==> src/rtl/dds_sweep_ctrl_if.sv <==
// Host/DDS-side signal bundle for the DDS frequency sweep scheduler.
// The master is the command decoder side; the slave is the scheduler.
interface dds_sweep_ctrl_if #(
    parameter int FW_W = 32,
    parameter int PW_W = 12
);
    logic            Wr_en;
    logic [2:0]      Wr_addr;
    logic [FW_W-1:0] Wr_data;
    logic            Start;
    logic            Abort;
    logic            DDS_EN;
    logic [FW_W-1:0] Fword;
    logic [PW_W-1:0] Pword;
    logic            Busy;
    logic            Done;
    logic [15:0]     Sweep_cnt;

    modport master (
        output Wr_en, Wr_addr, Wr_data, Start, Abort,
        input  DDS_EN, Fword, Pword, Busy, Done, Sweep_cnt
    );

    modport slave (
        input  Wr_en, Wr_addr, Wr_data, Start, Abort,
        output DDS_EN, Fword, Pword, Busy, Done, Sweep_cnt
    );
endinterface

==> src/rtl/dds_sweep_ctrl.sv <==
// DDS sweep scheduler: steps the frequency word from START_F to STOP_F
// with a fixed dwell per point, single-shot or continuous.
module dds_sweep_ctrl #(
    parameter int FW_W    = 32,
    parameter int PW_W    = 12,
    parameter int DWELL_W = 24
) (
    input  logic             Clk,
    input  logic             Rst_n,
    dds_sweep_ctrl_if.slave  bus
);
    typedef enum logic [1:0] {IDLE, RUN, HOLD} state_t;

    localparam logic [DWELL_W-1:0] ONE = DWELL_W'(1);

    // host-visible configuration
    logic [FW_W-1:0]    start_f, stop_f, step_f;
    logic [DWELL_W-1:0] dwell;
    logic [PW_W-1:0]    pword;
    logic [1:0]         ctrl;

    // working copies frozen at Start
    logic [FW_W-1:0]    w_start, w_stop, w_step;
    logic [DWELL_W-1:0] w_dwell;
    logic               w_cont, w_hold, w_up;

    state_t             state, state_d;
    logic [FW_W-1:0]    fword, fword_d, f_next;
    logic [DWELL_W-1:0] cnt, cnt_d, dwell_eff;
    logic               en, en_d, busy, busy_d, done, done_d;
    logic [15:0]        scnt, scnt_d;
    logic               load;
    logic [FW_W:0]      up_sum;
    logic [FW_W-1:0]    dn_diff;

    assign dwell_eff = (dwell == '0) ? ONE : dwell;

    // configuration register file, writable in any state
    always_ff @(posedge Clk or negedge Rst_n) begin
        if (!Rst_n) begin
            start_f <= '0;
            stop_f  <= '0;
            step_f  <= '0;
            dwell   <= ONE;
            pword   <= '0;
            ctrl    <= '0;
        end else if (bus.Wr_en) begin
            case (bus.Wr_addr)
                3'd0:    start_f <= bus.Wr_data;
                3'd1:    stop_f  <= bus.Wr_data;
                3'd2:    step_f  <= bus.Wr_data;
                3'd3:    dwell   <= bus.Wr_data[DWELL_W-1:0];
                3'd4:    pword   <= bus.Wr_data[PW_W-1:0];
                3'd5:    ctrl    <= bus.Wr_data[1:0];
                default: ;
            endcase
        end
    end

    // snapshot of sweep settings when a Start is accepted
    always_ff @(posedge Clk or negedge Rst_n) begin
        if (!Rst_n) begin
            w_start <= '0;
            w_stop  <= '0;
            w_step  <= '0;
            w_dwell <= ONE;
            w_cont  <= 1'b0;
            w_hold  <= 1'b0;
            w_up    <= 1'b1;
        end else if (load) begin
            w_start <= start_f;
            w_stop  <= stop_f;
            w_step  <= step_f;
            w_dwell <= dwell_eff;
            w_cont  <= ctrl[0];
            w_hold  <= ctrl[1];
            w_up    <= (stop_f >= start_f);
        end
    end

    // next sweep point, clamped to STOP_F on overshoot or wrap
    always_comb begin
        up_sum  = {1'b0, fword} + {1'b0, w_step};
        dn_diff = fword - w_step;
        f_next  = w_stop;
        if (w_step != '0) begin
            if (w_up) begin
                if (!up_sum[FW_W] && up_sum[FW_W-1:0] <= w_stop)
                    f_next = up_sum[FW_W-1:0];
            end else begin
                if (w_step <= fword && dn_diff >= w_stop)
                    f_next = dn_diff;
            end
        end
    end

    // state and output register
    always_ff @(posedge Clk or negedge Rst_n) begin
        if (!Rst_n) begin
            state <= IDLE;
            fword <= '0;
            cnt   <= '0;
            en    <= 1'b0;
            busy  <= 1'b0;
            done  <= 1'b0;
            scnt  <= '0;
        end else begin
            state <= state_d;
            fword <= fword_d;
            cnt   <= cnt_d;
            en    <= en_d;
            busy  <= busy_d;
            done  <= done_d;
            scnt  <= scnt_d;
        end
    end

    // sweep sequencing; Abort overrides everything, Start is dropped in RUN
    always_comb begin
        state_d = state;
        fword_d = fword;
        cnt_d   = cnt;
        en_d    = en;
        busy_d  = busy;
        done_d  = 1'b0;
        scnt_d  = scnt;
        load    = 1'b0;
        if (bus.Abort) begin
            state_d = IDLE;
            fword_d = '0;
            en_d    = 1'b0;
            busy_d  = 1'b0;
        end else begin
            case (state)
                IDLE, HOLD: begin
                    if (bus.Start) begin
                        state_d = RUN;
                        fword_d = start_f;
                        cnt_d   = dwell_eff - ONE;
                        en_d    = 1'b1;
                        busy_d  = 1'b1;
                        load    = 1'b1;
                    end
                end
                RUN: begin
                    if (cnt != '0) begin
                        cnt_d = cnt - ONE;
                    end else if (fword != w_stop) begin
                        fword_d = f_next;
                        cnt_d   = w_dwell - ONE;
                    end else begin
                        scnt_d = scnt + 16'd1;
                        if (w_cont) begin
                            fword_d = w_start;
                            cnt_d   = w_dwell - ONE;
                        end else begin
                            done_d = 1'b1;
                            busy_d = 1'b0;
                            if (w_hold) begin
                                state_d = HOLD;
                            end else begin
                                state_d = IDLE;
                                fword_d = '0;
                                en_d    = 1'b0;
                            end
                        end
                    end
                end
                default: begin
                    state_d = IDLE;
                    fword_d = '0;
                    en_d    = 1'b0;
                    busy_d  = 1'b0;
                end
            endcase
        end
    end

    assign bus.DDS_EN    = en;
    assign bus.Fword     = fword;
    assign bus.Pword     = pword;
    assign bus.Busy      = busy;
    assign bus.Done      = done;
    assign bus.Sweep_cnt = scnt;
endmodule

==> src/flat_wrapper.sv <==
// flat-port wrapper written by rule: the top's interface ports become plain ports
module dds_sweep_ctrl_flat 
#(
    parameter int FW_W    = 32,
    parameter int PW_W    = 12,
    parameter int DWELL_W = 24
)
  (Clk, Rst_n, bus_Wr_en, bus_Wr_addr, bus_Wr_data, bus_Start, bus_Abort, bus_DDS_EN, bus_Fword, bus_Pword, bus_Busy, bus_Done, bus_Sweep_cnt);
  dds_sweep_ctrl_if #(.FW_W(FW_W), .PW_W(PW_W)) bus_i ();
  input  logic Clk;
  input  logic Rst_n;
  input wire logic [$bits(bus_i.Wr_en)-1:0] bus_Wr_en;
  input wire logic [$bits(bus_i.Wr_addr)-1:0] bus_Wr_addr;
  input wire logic [$bits(bus_i.Wr_data)-1:0] bus_Wr_data;
  input wire logic [$bits(bus_i.Start)-1:0] bus_Start;
  input wire logic [$bits(bus_i.Abort)-1:0] bus_Abort;
  output wire logic [$bits(bus_i.DDS_EN)-1:0] bus_DDS_EN;
  output wire logic [$bits(bus_i.Fword)-1:0] bus_Fword;
  output wire logic [$bits(bus_i.Pword)-1:0] bus_Pword;
  output wire logic [$bits(bus_i.Busy)-1:0] bus_Busy;
  output wire logic [$bits(bus_i.Done)-1:0] bus_Done;
  output wire logic [$bits(bus_i.Sweep_cnt)-1:0] bus_Sweep_cnt;
  assign bus_i.Wr_en = bus_Wr_en;
  assign bus_i.Wr_addr = bus_Wr_addr;
  assign bus_i.Wr_data = bus_Wr_data;
  assign bus_i.Start = bus_Start;
  assign bus_i.Abort = bus_Abort;
  assign bus_DDS_EN = bus_i.DDS_EN;
  assign bus_Fword = bus_i.Fword;
  assign bus_Pword = bus_i.Pword;
  assign bus_Busy = bus_i.Busy;
  assign bus_Done = bus_i.Done;
  assign bus_Sweep_cnt = bus_i.Sweep_cnt;
  dds_sweep_ctrl #(.FW_W(FW_W), .PW_W(PW_W), .DWELL_W(DWELL_W)) u_core (.Clk(Clk), .Rst_n(Rst_n), .bus(bus_i));
endmodule
==> config.mk <==
export PLATFORM = sky130hd
export DESIGN_NAME = dds_sweep_ctrl_flat
export DESIGN_NICKNAME = d
export VERILOG_FILES = /design/src/rtl/dds_sweep_ctrl_if.sv /design/src/rtl/dds_sweep_ctrl.sv /design/src/flat_wrapper.sv
export SDC_FILE = /design/constraint.sdc
export NUM_CORES = 1
export LEC_CHECK = 0
export ABC_CLOCK_PERIOD_IN_PS = 13300
export CORE_ASPECT_RATIO = 1.25
export CORE_MARGIN = 2
export CORE_UTILIZATION = 60
export DETAILED_ROUTE_END_ITERATION = 10
export PLACE_DENSITY = 0.79
export SLEW_MARGIN = 20
export SYNTH_ARGS = -nofsm -noshare
export SYNTH_HDL_FRONTEND = slang
export SYNTH_SLANG_ARGS = --single-unit
==> constraint.sdc <==
create_clock -name Clk -period 13.3 [get_ports Clk]
set_input_delay 3.325 -clock Clk [delete_from_list [all_inputs] [get_ports Clk]]
set_output_delay 3.325 -clock Clk [all_outputs]
set_load 0.02 [all_outputs]
==> impl_metrics.tcl <==
set metrics [dict create \
    outcome "finished, final reports clean" \
    post_cts_buffers 0 \
    antenna_found_initial 0 \
    cap_violations 0 \
    synth_seq_area_share 0.396 \
    wl_per_cell_um 23.9 \
    cts_buffers 36 \
    yosysTopAreaCellShare 0.392 \
    path_delay_family "compound AO/OA/AOI/OAI gates" \
    grt_pass1_wl_um 106000 \
    irDropWorstVdd_mv 0.130 \
    hold_buffers 0 \
    portBuffers 102 \
    ys_ff_latch 334 \
    synth_top_area_cell "dfrtp_1" \
    yosys_warnings 0 \
    drive_above_1_share 0.0965 \
    drt_first_iter_violations 2235 \
    cts-root-buf "clkbuf_16" \
    ioPinCount 103 \
    postRouteWirelength_um 68400 \
    r2r_slack_ns 6.75 \
    startpoint "u_core.bus.Fword[1]$_DFFE_PN0P_" \
    maxSlewViolCount 0 \
    leakage_nw 10.5 \
    holdPathEnd "u_core.bus.Sweep_cnt[15]$_DFFE_PN0P_" \
    start_kind "flop" \
    ys_top_cells_by_area "dfrtp_1 (39%), ha_1 (9.6%), nand2_1 (6.4%), mux2_2 (5.8%), o21ai_0 (4.2%)" \
    ys_types 88 \
    grt-ovfl-total 0 \
    route.detailed.drc 0 \
    power.density_mw_per_mm2 211 \
    dieArea_mm2 0.0368 \
    hold_viol 0 \
    start_util 0.611 \
    dp_hpwl_um 50900 \
    cts_resized 0 \
    clock_skew_ns 0.0220 \
    avgSynthCellArea_um2 9.07 \
    synth_area_mm2 0.0211 \
    endpoint_kind "flop" \
    synth.most_common_cell "nand2_1" \
    timing.rr.end "u_core.bus.Fword[26]$_DFFE_PN0P_" \
    clock_path_buffers 3 \
    max_stage_delay_ns 0.56 \
    cts_sinks 334 \
    synth_edf_count 0 \
    synth_flop_cell "dfrtp_1" \
    drt_first_pass_iters 6 \
    vias 18486 \
    fin_crit_sh 0.492 \
    rsz0062_at_grt "false" \
    setup-violations-final 0 \
    synth.net_count 2536 \
    placedCellCount 2797 \
    fmax_mhz 153 \
    synthCells 2332 \
    die_w_um 172 \
    path_buf_inv 1 \
    grtUsageTotal 0.378 \
    tightest_slew_ns 1.19 \
    clk_latency_ns 0.54 \
    arrival_ns 7.00 \
    cp_max_fo 10 \
    holdCritStartpoint "u_core.bus.Sweep_cnt[15]$_DFFE_PN0P_" \
    hold_depth 1 \
    grt_pass1_vias 18208 \
    worstRegToRegCells 21 \
    r2r_start "u_core.bus.Fword[1]$_DFFE_PN0P_" \
    dieHeight_um 214 \
    nNetsFinal 2572 \
    cts_tree "done" \
    postRouteAntennaNets 0 \
    fin_crit_ns 6.55 \
    required_ns 13.75 \
    path_class "flop to flop" \
    hp-class "flop to flop" \
    cts_htree_levels 2 \
    ys_async_sr_fraction 1.00 \
    synthTopCellsByCount "nand2_1 (363), dfrtp_1 (331), o21ai_0 (179), ha_1 (162), a21oi_1 (161)" \
    area_growth_pct 11.8 \
    slew_headroom 0.202 \
    slowest_stage "a21oi_1" \
    core_area_mm2 0.0346 \
    path_clk_slew_ns 0.07 \
    grt_max_degree 138 \
    rows 76 \
    finalNonFillerCells 2863 \
    vias_per_cell 6.46 \
    fin_setup_tns_ns 0 \
    crit_chain "inv_1, fa_1, nand2b_1, a211oi_1, o31ai_1, a21oi_1, a21boi_0, o31ai_1, a21oi_1, xnor2_1, ha_1, nand4_1, nor3_1, nand2_1, nor3_1, a41o_1, and4_1, or2_0, o22a_1, o211ai_1, a31oi_1" \
    finalWeightedCongestion 1.03 \
]
[power by group]
group	total (mW)	internal, mW	switching, mW
Sequential	1.52	1.25	0.267
Clock	1.06	0.632	0.430
Combinational	2.40	0.886	1.51
Total	4.98	2.77	2.21
[state kept, by name (all words and copies together) (netlist names), 32 cells and up]
| register | flops |
|---|---|
| u_core.step_f | 32 |
| u_core.w_step | 32 |
| u_core.w_stop | 32 |
| u_core.bus.Fword | 32 |
| u_core.start_f | 32 |
| u_core.w_start | 32 |
| u_core.stop_f | 32 |
[layout by cell type (no fill, tap or decap), types with 37 or more instances in the layout]
cell type,instances
mux2_2,108
nor2_1,134
clkdlybuf4s50_1,101
inv_1,130
clkbuf_16,37
ha_1,162
dfrtp_1,331
nand2_1,362
xnor2_1,78
o21ai_0,179
a21oi_1,161
nor3_1,40
xor2_1,46
[per-stage QoR]
| step | instance area [um2] | hold WS (ns) | setup WS, ns | util | power, mW |
|---|---|---|---|---|---|
| 5_1_grt | 23600 | 0.497 | 6.54 | 0.683 | 5.24 |
| 3_5_place_dp | 22400 | 0.464 | 6.40 | 0.647 | 3.83 |
| 4_1_cts | 23600 | 0.479 | 6.95 | 0.682 | 4.91 |
| 2_1_floorplan | 21100 | 0.435 | 8.18 | - | 3.06 |
| 3_3_place_gp | 22400 | 0.458 | 6.43 | 0.647 | 3.79 |
| 6_report | 23600 | 0.477 | 6.75 | 0.683 | 4.98 |
[final cells by class]
cell class              instances  area (um2)
repair buffers                123        1200
clock buffers                  47        1000
well taps                     468         586
multi-input cells            1742       11800
flip-flops and latches        334        8360
fillers                      2801       11000
clock inverters                17         228
inverters                     131         492
diodes                          1        2.50
[how the worst max path moves through the flow]
stage / to / slack [ns] / cells after the start
2_1_floorplan: u_core.bus.Sweep_cnt[15]$_DFFE_PN0P_ / 8.18 / 10
3_3_place_gp: u_core.bus.Fword[5]$_DFFE_PN0P_ / 6.43 / 8
3_5_place_dp: u_core.bus.Fword[5]$_DFFE_PN0P_ / 6.40 / 8
4_1_cts: u_core.bus.Fword[30]$_DFFE_PN0P_ / 6.95 / 20
5_1_grt: u_core.bus.Fword[31]$_DFFE_PN0P_ / 6.54 / 21
6_report: u_core.bus.Fword[26]$_DFFE_PN0P_ / 6.75 / 21
[logic make-up after synthesis]
kind of cell             share of synthesized area
AND/OR/NAND/NOR                              0.156
AO/OA/AOI/OAI                                0.191
flip-flops                                   0.396
buffers and inverters                       0.0492
adder cells (fa/ha/maj)                     0.0978
XOR/XNOR                                    0.0514
multiplexers                                0.0599
[layer usage]
layer,vias to the layer above,GRT usage,share of wire
met2,895,0.589,0.46
met5,-,0,0
met1,9026,0.504,0.40
li1,8372,-,-
met4,0,0.216,0.063
met3,193,0.0604,0.077
Power figures use the tool's default switching activity.
